File: config.mk
export PLATFORM = sky130hd
export DESIGN_NAME = adc_sample_packer
export DESIGN_NICKNAME = d
export VERILOG_FILES = /design/src/rtl/adc_pkg.sv /design/src/rtl/sync_fifo.sv /design/src/rtl/adc_sample_packer.sv
export SDC_FILE = /design/constraint.sdc
export NUM_CORES = 1
export LEC_CHECK = 0
export BUFFER_PORTS_ARGS = -buffer_cell sky130_fd_sc_hd__buf_2
export CAP_MARGIN = 20
export CORE_ASPECT_RATIO = 1.5
export CORE_MARGIN = 8
export CORE_UTILIZATION = 50
export CTS_BUF_LIST = sky130_fd_sc_hd__clkbuf_8 sky130_fd_sc_hd__clkbuf_16
export DETAILED_ROUTE_END_ITERATION = 8
export MAX_ROUTING_LAYER = met4
export PLACE_DENSITY = 0.66
export SETUP_SLACK_MARGIN = 0.3
export SYNTH_ARGS = -nofsm -noshare
export SYNTH_HDL_FRONTEND = slang
export SYNTH_SLANG_ARGS = --single-unit
File: constraint.sdc
create_clock -name clock -period 5.31 [get_ports clock]
set_clock_uncertainty 0.2 [all_clocks]
set_input_delay 0.7965 -clock clock [delete_from_list [all_inputs] [get_ports clock]]
set_output_delay 0.7965 -clock clock [all_outputs]
set_load 0.01 [all_outputs]
File: src/rtl/adc_pkg.sv
// Shared ADC definitions: sample resolution, frame marker bits and the packer FSM states.
package adc_pkg;

    localparam int unsigned ADC_RES = 12;
    localparam int unsigned FIELD_W = ADC_RES / 2;

    // Bit 7 set only on the first byte lets the host resynchronise after a lost byte.
    localparam logic [1:0] MARK_HI = 2'b10;
    localparam logic [1:0] MARK_LO = 2'b00;

    typedef enum logic [1:0] {
        IDLE,
        SEND_HI,
        SEND_LO
    } pack_state_t;

    function automatic logic [7:0] frame_hi(input logic [ADC_RES-1:0] s);
        return {MARK_HI, s[ADC_RES-1:FIELD_W]};
    endfunction

    function automatic logic [7:0] frame_lo(input logic [FIELD_W-1:0] f);
        return {MARK_LO, f};
    endfunction

endpackage

File: src/rtl/sync_fifo.sv
// Single-clock FIFO with combinational read data: pop_data is valid whenever empty is low.
module sync_fifo #(
    parameter int unsigned WIDTH = 12,
    parameter int unsigned DEPTH = 16
) (
    input  logic                     clock,
    input  logic                     reset,
    input  logic                     push,
    input  logic [WIDTH-1:0]         push_data,
    input  logic                     pop,
    output logic [WIDTH-1:0]         pop_data,
    output logic                     full,
    output logic                     empty,
    output logic [$clog2(DEPTH):0]   level
);

    localparam int unsigned PTR_W = $clog2(DEPTH);
    localparam int unsigned LVL_W = PTR_W + 1;

    logic [WIDTH-1:0] mem [DEPTH];
    logic [PTR_W-1:0] wr_ptr_q;
    logic [PTR_W-1:0] rd_ptr_q;
    logic [LVL_W-1:0] level_q;
    logic             do_push;
    logic             do_pop;

    assign full     = (level_q == LVL_W'(DEPTH));
    assign empty    = (level_q == '0);
    assign level    = level_q;
    assign pop_data = mem[rd_ptr_q];

    // A full FIFO still takes a write when a slot is freed in the same cycle.
    assign do_pop  = pop && !empty;
    assign do_push = push && (!full || do_pop);

    always_ff @(posedge clock) begin
        if (do_push) begin
            mem[wr_ptr_q] <= push_data;
        end
    end

    always_ff @(posedge clock or posedge reset) begin
        if (reset) begin
            wr_ptr_q <= '0;
            rd_ptr_q <= '0;
            level_q  <= '0;
        end else begin
            if (do_push) begin
                wr_ptr_q <= wr_ptr_q + PTR_W'(1);
            end
            if (do_pop) begin
                rd_ptr_q <= rd_ptr_q + PTR_W'(1);
            end
            case ({do_push, do_pop})
                2'b10:   level_q <= level_q + LVL_W'(1);
                2'b01:   level_q <= level_q - LVL_W'(1);
                default: level_q <= level_q;
            endcase
        end
    end

endmodule

File: src/rtl/adc_sample_packer.sv
// Buffers ADC samples and emits each as a two-byte self-synchronising frame on a byte stream.
module adc_sample_packer
    import adc_pkg::*;
#(
    parameter int unsigned FIFO_DEPTH = 16,
    parameter int unsigned CNT_W      = 16
) (
    input  logic                          clock,
    input  logic                          reset,
    input  logic                          sample_valid,
    input  logic [ADC_RES-1:0]            sample_data,
    output logic [7:0]                    tx_data,
    output logic                          tx_valid,
    input  logic                          tx_ready,
    output logic [$clog2(FIFO_DEPTH):0]   fifo_level,
    output logic                          overflow,
    input  logic                          clear_overflow,
    output logic [CNT_W-1:0]              drop_count
);

    pack_state_t          state_q;
    logic [FIELD_W-1:0]   hold_q;
    logic [ADC_RES-1:0]   fifo_rd;
    logic                 fifo_full;
    logic                 fifo_empty;
    logic                 fifo_pop;
    logic                 drop;

    sync_fifo #(
        .WIDTH (ADC_RES),
        .DEPTH (FIFO_DEPTH)
    ) u_fifo (
        .clock     (clock),
        .reset     (reset),
        .push      (sample_valid),
        .push_data (sample_data),
        .pop       (fifo_pop),
        .pop_data  (fifo_rd),
        .full      (fifo_full),
        .empty     (fifo_empty),
        .level     (fifo_level)
    );

    always_comb begin
        fifo_pop = 1'b0;
        if (!fifo_empty) begin
            fifo_pop = (state_q == IDLE) || ((state_q == SEND_LO) && tx_ready);
        end
    end

    assign drop = sample_valid && fifo_full && !fifo_pop;

    // Only the low field is kept; the high field already sits in tx_data as byte0.
    always_ff @(posedge clock or posedge reset) begin
        if (reset) begin
            state_q  <= IDLE;
            hold_q   <= '0;
            tx_valid <= 1'b0;
            tx_data  <= '0;
        end else begin
            case (state_q)
                IDLE: begin
                    if (!fifo_empty) begin
                        hold_q   <= fifo_rd[FIELD_W-1:0];
                        tx_data  <= frame_hi(fifo_rd);
                        tx_valid <= 1'b1;
                        state_q  <= SEND_HI;
                    end
                end
                SEND_HI: begin
                    if (tx_ready) begin
                        tx_data <= frame_lo(hold_q);
                        state_q <= SEND_LO;
                    end
                end
                SEND_LO: begin
                    if (tx_ready) begin
                        if (!fifo_empty) begin
                            hold_q  <= fifo_rd[FIELD_W-1:0];
                            tx_data <= frame_hi(fifo_rd);
                            state_q <= SEND_HI;
                        end else begin
                            tx_valid <= 1'b0;
                            tx_data  <= '0;
                            state_q  <= IDLE;
                        end
                    end
                end
                default: begin
                    tx_valid <= 1'b0;
                    tx_data  <= '0;
                    state_q  <= IDLE;
                end
            endcase
        end
    end

    always_ff @(posedge clock or posedge reset) begin
        if (reset) begin
            overflow   <= 1'b0;
            drop_count <= '0;
        end else if (clear_overflow) begin
            overflow   <= 1'b0;
            drop_count <= '0;
        end else if (drop) begin
            overflow <= 1'b1;
            if (drop_count != '1) begin
                drop_count <= drop_count + CNT_W'(1);
            end
        end
    end

endmodule

[Yosys cells after proc, flatten, opt, wreduce, memory -nomap -nowiden]
Memory sizes are Yosys's and may differ from the RTL's.
Index checks and enable logic that the tools add are counted.
Cells by class
  equal/unequal tests: 10
  $add $sub $neg: 5
  reduce and logical (&&, ||, !) cells: 20
  mux-type cells: 26
  bitwise operators: 1
Operators with widths (count)
  $mux 16: 3
  $mux 8: 4
  $pmux 8 s3: 1
  $add 16x1->16 const B: 1
  $ne 16x16->1 const B: 1
  $mux 6: 2
  $pmux 6 s2: 1
  $pmux 5 s2: 1
  $mux 1: 9
  $add 4x1->4 const B: 2
  $ne 2x2->1 const B: 4
  $reduce_bool 2->1: 4
  $mux 2: 3
  $pmux 2 s3: 1
  $add 5x1->5 const B: 1
  $eq 5x5->1 const B: 1
  $logic_and 1x1->1: 5
  $logic_not 5->1: 1
  $sub 5x1->5 const B: 1
  $eq 2x1->1 const B: 2
  $eq 2x2->1 const B: 2
  $reduce_and 2->1: 2
  $reduce_and 4->1: 1
  $logic_not 1->1: 3
  other kinds (5): 6
Word-level totals
  bits of input ports: 17
  flip-flop bits (word level): 47
  logic and storage cells: 72
  memory bits (writable): 192
  memories kept: 1
Memory list
  u_fifo.mem: words 16, bits a word 12, read ports 1, clocked after Yosys merged registers in 0, write ports 1, RTL line sync_fifo.sv:20  | logic [WIDTH-1:0] mem [DEPTH];

[Longest topological paths before layout]
  word-level depth: 9
  depth in mapped cells: 11
  depth with buffers taken out: 10

[By module]
From an unflattened synthesis, not the netlist that was laid out.
Unflattened totals
  cells, all modules: 550
  area, all modules: 9755.6 sq um
By module, submodules not included
  sync_fifo: cells each 393, area each 8127.8 sq um, sequential area each 6090.8 sq um, times used 1
  adc_sample_packer: cells each 157, area each 1627.8 sq um, sequential area each 800.8 sq um, times used 1

[Worst setup path before layout]
OpenSTA, ideal clock, no wires.
  path type: in2reg
  from: in tx_ready
  to: mem u_fifo.mem[0][0], enable pin
  data required time: 4.698 ns
  setup time: 0.412 ns
  cell stages on the path: 4
  slack: 2.103 ns
  arrival: 2.594 ns
  buffers on the path: 0
  cells stage by stage: and2b_4 -> nor2_1 -> o21ai_0 -> nor4_1
Between the ends
  cells in the longest elaborated chain, start to end: 8
RTL lines
  start: declaration: RTL line adc_sample_packer.sv:14  | input logic tx_ready,
  $logic_and 1x1->1: RTL line adc_sample_packer.sv:47  | fifo_pop = (state_q == IDLE) || ((state_q == SEND_LO) && tx_ready);
  $logic_or 1x1->1: RTL line adc_sample_packer.sv:47
  $mux 1: RTL line adc_sample_packer.sv:46  | if (!fifo_empty) begin
  $logic_and 1x1->1: RTL line sync_fifo.sv:33  | assign do_pop = pop && !empty;
  $logic_or 1x1->1: RTL line sync_fifo.sv:34  | assign do_push = push && (!full || do_pop);
  $logic_and 1x1->1: RTL line sync_fifo.sv:34
  $mux 1: RTL line sync_fifo.sv:37  | if (do_push) begin
  $mux 1 (implied by the code): RTL line sync_fifo.sv:38  | mem[wr_ptr_q] <= push_data;
  end: declaration: RTL line sync_fifo.sv:20
No other way between the ends.

[Worst setup path in the final report]
  from: reg u_fifo.level_q[2] (netlist: u_fifo.level[2])
  to: reg u_fifo.level_q[4] (netlist: u_fifo.level[4])
Between the ends
  cells in the longest elaborated chain, start to end: 7
  elaborated cells on any way between the ends: 14
  those cells by class: add/sub: 2; eq/ne: 3; mux: 2; reduce/logical: 7
RTL lines
  start: declaration: RTL line sync_fifo.sv:23  | logic [LVL_W-1:0] level_q;
  start signal: assignment: RTL line sync_fifo.sv:55  | 2'b10: level_q <= level_q + LVL_W'(1);
  start signal: assignment: RTL line sync_fifo.sv:56  | 2'b01: level_q <= level_q - LVL_W'(1);
  start signal: assignment: RTL line sync_fifo.sv:57  | default: level_q <= level_q;
  $logic_not 5->1: RTL line sync_fifo.sv:28  | assign empty = (level_q == '0);
  $mux 1 / $logic_not 1->1 (equally long branches): RTL line adc_sample_packer.sv:46, sync_fifo.sv:33
  $logic_and 1x1->1: RTL line sync_fifo.sv:33
  $logic_or 1x1->1: RTL line sync_fifo.sv:34
  $logic_and 1x1->1: RTL line sync_fifo.sv:34
  $eq 2x1->1 / $eq 2x2->1 (equally long branches): RTL line sync_fifo.sv:54  | case ({do_push, do_pop})
  $pmux 5 s2 / $reduce_bool 2->1 (equally long branches)
Parallel ways exist; a longest one is shown, timed or not.
A chain may end at the register's enable or synchronous reset.

==> impl_metrics.json <==
{
  "hold_viol": 0,
  "drive_gt1_share_pct": 25.7,
  "synth_cell_type_count": 55,
  "drt-pass1-iter-count": 5,
  "grt_max_degree": 38,
  "syn_nets": 599,
  "ys.flop_type": "edfxtp_1",
  "finalWorstSetupSlack_ns": 2.10,
  "drc": 0,
  "synth-edff-count": 192,
  "drt_wl_total_um": 21900,
  "cts_hold_buffers": 0,
  "syn-cell-area_mm2": 0.00984,
  "cp_top_family": "compound AO/OA/AOI/OAI gates",
  "r2r-start": "u_fifo.level[2]",
  "die_x_um": 131,
  "nets": 655,
  "maxSlewViolCount": 0,
  "ant_nets": 0,
  "place_ws_ns": 1.92,
  "post_cts_buffers": 0,
  "first_iter_violations": 343,
  "hp-class": "primary input to async pin",
  "wl_met2_um": 11800,
  "numPortBuffers": 46,
  "vias": 5345,
  "p_sw_share_pct": 31.7,
  "r2r-end": "u_fifo.level[4]",
  "synthesis.instances": 574,
  "diodes": 0,
  "p_int_mw": 3.76,
  "grt_pass1_vias": 5481,
  "max-vdd-ir-drop_mv": 0.262,
  "multi_input_area_mm2": 0.00277,
  "clockBufferDepth": 3,
  "synth-simple-area-share_pct": 7.22,
  "dpl_cell_area_mm2": 0.0103,
  "numCtsBuffers": 23,
  "root_buffer": "clkbuf_16",
  "cts.sinks": 237,
  "core_area_mm2": 0.0195,
  "leakage_nw": 3.84,
  "ios": 48,
  "async_flop_share_pct": 19.0,
  "ys_ff_latch": 237,
  "relSlewSlack_pct": 28.1,
  "post_synth_most_frequent_cells": "edfxtp_1 (192), dfrtp_1 (45), mux4_2 (36), nand2_1 (31), mux2i_1 (29)",
  "finalSetupViolCount": 0,
  "cts_resized": 0,
  "clk_pin_slew_ns": 0.06,
  "syn_to_final_growth_pct": 12.3,
  "synth_xor_area_share_pct": 2.14,
  "grtUsageTotal_pct": 18.7,
  "cts-htree-levels": 1,
  "cp_num_buf_inv": 0,
  "worst-r2r-cell-count": 9,
  "cp_slowest_cell": "or4_4",
  "rsz0062_at_grt": "false",
  "regToRegSetupSlack_ns": 2.10,
  "die_h_um": 188,
  "hpwl_um": 14800,
  "seq_area_mm2": 0.00689,
  "p_total_mw": 5.51,
  "synthAdderAreaFrac_pct": 1.02,
  "cp.required_ns": 5.50,
  "cts_tree": "built",
  "pwr-share-clk_pct": 26.8,
  "wl_per_cell_um": 24.1,
  "power_density_mw_per_mm2": 498,
  "drv_cap": 0,
  "dr_wl_met3_um": 1100,
  "grt_first_pass_wirelength_um": 33200,
  "fillers": 1528,
  "route.top_layer_used": "met4",
  "outcome": "completed",
  "hold-worst-slack_ns": 0.0115,
  "period_share_pct": 60.4,
  "synth_top_family_by_area": "multiplexers",
  "worst_pin_slew_ns": 1.07,
  "yosys-top-cells-area": "edfxtp_1 (59%), dfrtp_1 (11%), mux4_2 (8.2%)",
  "synth-compound-area-share_pct": 4.68,
  "die-area_mm2": 0.0245,
  "yosysSeqAreaShare_pct": 70.0,
  "switchingPower_mw": 1.75,
  "worstSetupPathType": "flip-flop to flip-flop",
  "p_comb_share_pct": 26.7,
  "yosysWarnings": 0,
  "synth_mux_area_share_pct": 12.6,
  "p_seq_share_pct": 46.5,
  "antenna_found_initial": 0,
  "yosys.area.top_type_share_pct": 58.6,
  "post-route-min-period_ns": 3.21,
  "clkLatencyLatePin_ns": 0.50,
  "postSynthAreaPerCell_um2": 17.1,
  "critical_path.startpoint_type": "flip-flop",
  "wl_met1_um": 8480,
  "worstPathMaxFanout": 16,
  "fin_area_mm2": 0.0111,
  "crit_chain": "or4_4 -> o211ai_4 -> nor2_2 -> xor2_1 -> ha_1 -> o31a_2 -> nor4_1 -> o21ai_0 -> o21a_1",
  "placementRows": 63,
  "grt_overflow": 0,
  "synthMostInstantiatedCell": "edfxtp_1",
  "synth_area_leader_cell": "edfxtp_1",
  "gp_congestion": 0.874,
  "timing.fmax_ghz": 0.312,
  "critPathCaptureType": "flip-flop",
  "start_util_pct": 50.3,
  "vias_per_cell": 5.90,
  "setup-tns-final_ns": 0,
  "worst_path_largest_cell_delay_ns": 0.62,
  "worstPathArrival_ns": 3.40
}
worst reg2reg max path, delay by kind of cell, from the launching register on:
family                     cells  cell delay, ns
DFF                            1            0.48
xor gates and xnor gates       1            0.17
adders and majority gates      1            0.24
AOI/OAI and AO/OA              4            1.03
and+or+nand+nor                3            0.96
state kept, by name (all words and copies together), names as in the netlist:
| register | cells |
|---|---|
| u_fifo.level | 5 |
| u_fifo.mem | 192 |
| drop_count | 16 |
| tx_valid | 1 |
| tx_data | 6 |
| u_fifo.rd_ptr_q | 4 |
| state_q | 2 |
| overflow | 1 |
| u_fifo.wr_ptr_q | 4 |
| hold_q | 6 |
metal layers:
layer	track usage [%]	up-vias
met5	-	-
met4	5.28	0
met3	1.96	33
met2	32.9	176
met1	21.9	2761
li1	-	2375
area by class of cell:
cell class	count	share of cell area, %
clock buffers	25	5.46
well taps	260	2.94
clock inverters	16	0.702
flip-flops and latches	237	62.4
inverters	11	0.374
repair buffers	60	3.12
multi-input cells	297	25.0
per-stage QoR:
step | utilization (%) | cells
global route | 56.5 | 906
detailed placement | 52.9 | 862
CTS | 56.4 | 903
finish | 56.5 | 906
floorplan | - | 574
global placement | 52.9 | 862
how the worst max path moves through the flow:
stage	from	cells past startpoint	to
after CTS	u_fifo.level[2]	9	u_fifo.level[4]
final	u_fifo.level[2]	9	u_fifo.level[4]
after global placement	tx_ready	6	u_fifo.mem[5][7]
after detailed placement	tx_ready	6	u_fifo.mem[14][11]
after floorplan	tx_ready	4	u_fifo.mem[0][0]
after global routing	u_fifo.level[2]	10	u_fifo.level[4]
cells by family after synthesis:
group | Yosys count
DFF | 237
and+or+nand+nor | 123
muxes | 77
AOI/OAI and AO/OA | 64
buffers and inverters | 40
xor gates and xnor gates | 24
adders and majority gates | 8
other | 1
power groups by stage:
stage	registers, mW	logic [mW]	clock network (mW)
floorplan	2.41	1.18	0
global placement	2.59	1.44	0
detailed placement	2.60	1.47	0
CTS	2.56	1.48	1.50
global route	2.60	1.58	1.57
finish	2.56	1.47	1.48
cells in the final DEF (no fill, tap or decap), drive strengths merged, types with 3 or more instances in the layout:
cell type / instances
o21a: 3
nand3: 12
clkbuf: 26
and3: 4
nor4: 17
o21ai: 16
nand4: 7
mux2i: 29
a221oi: 4
inv: 16
nor2: 27
clkinv: 9
a221o: 6
dfrtp: 45
ha: 8
xnor2: 23
mux2: 12
o22ai: 12
nor3: 10
a211oi: 3
buf: 59
edfxtp: 192
nor2b: 4
a21oi: 10
nand2: 31
mux4: 36
(Power assumes the default switching activity.)
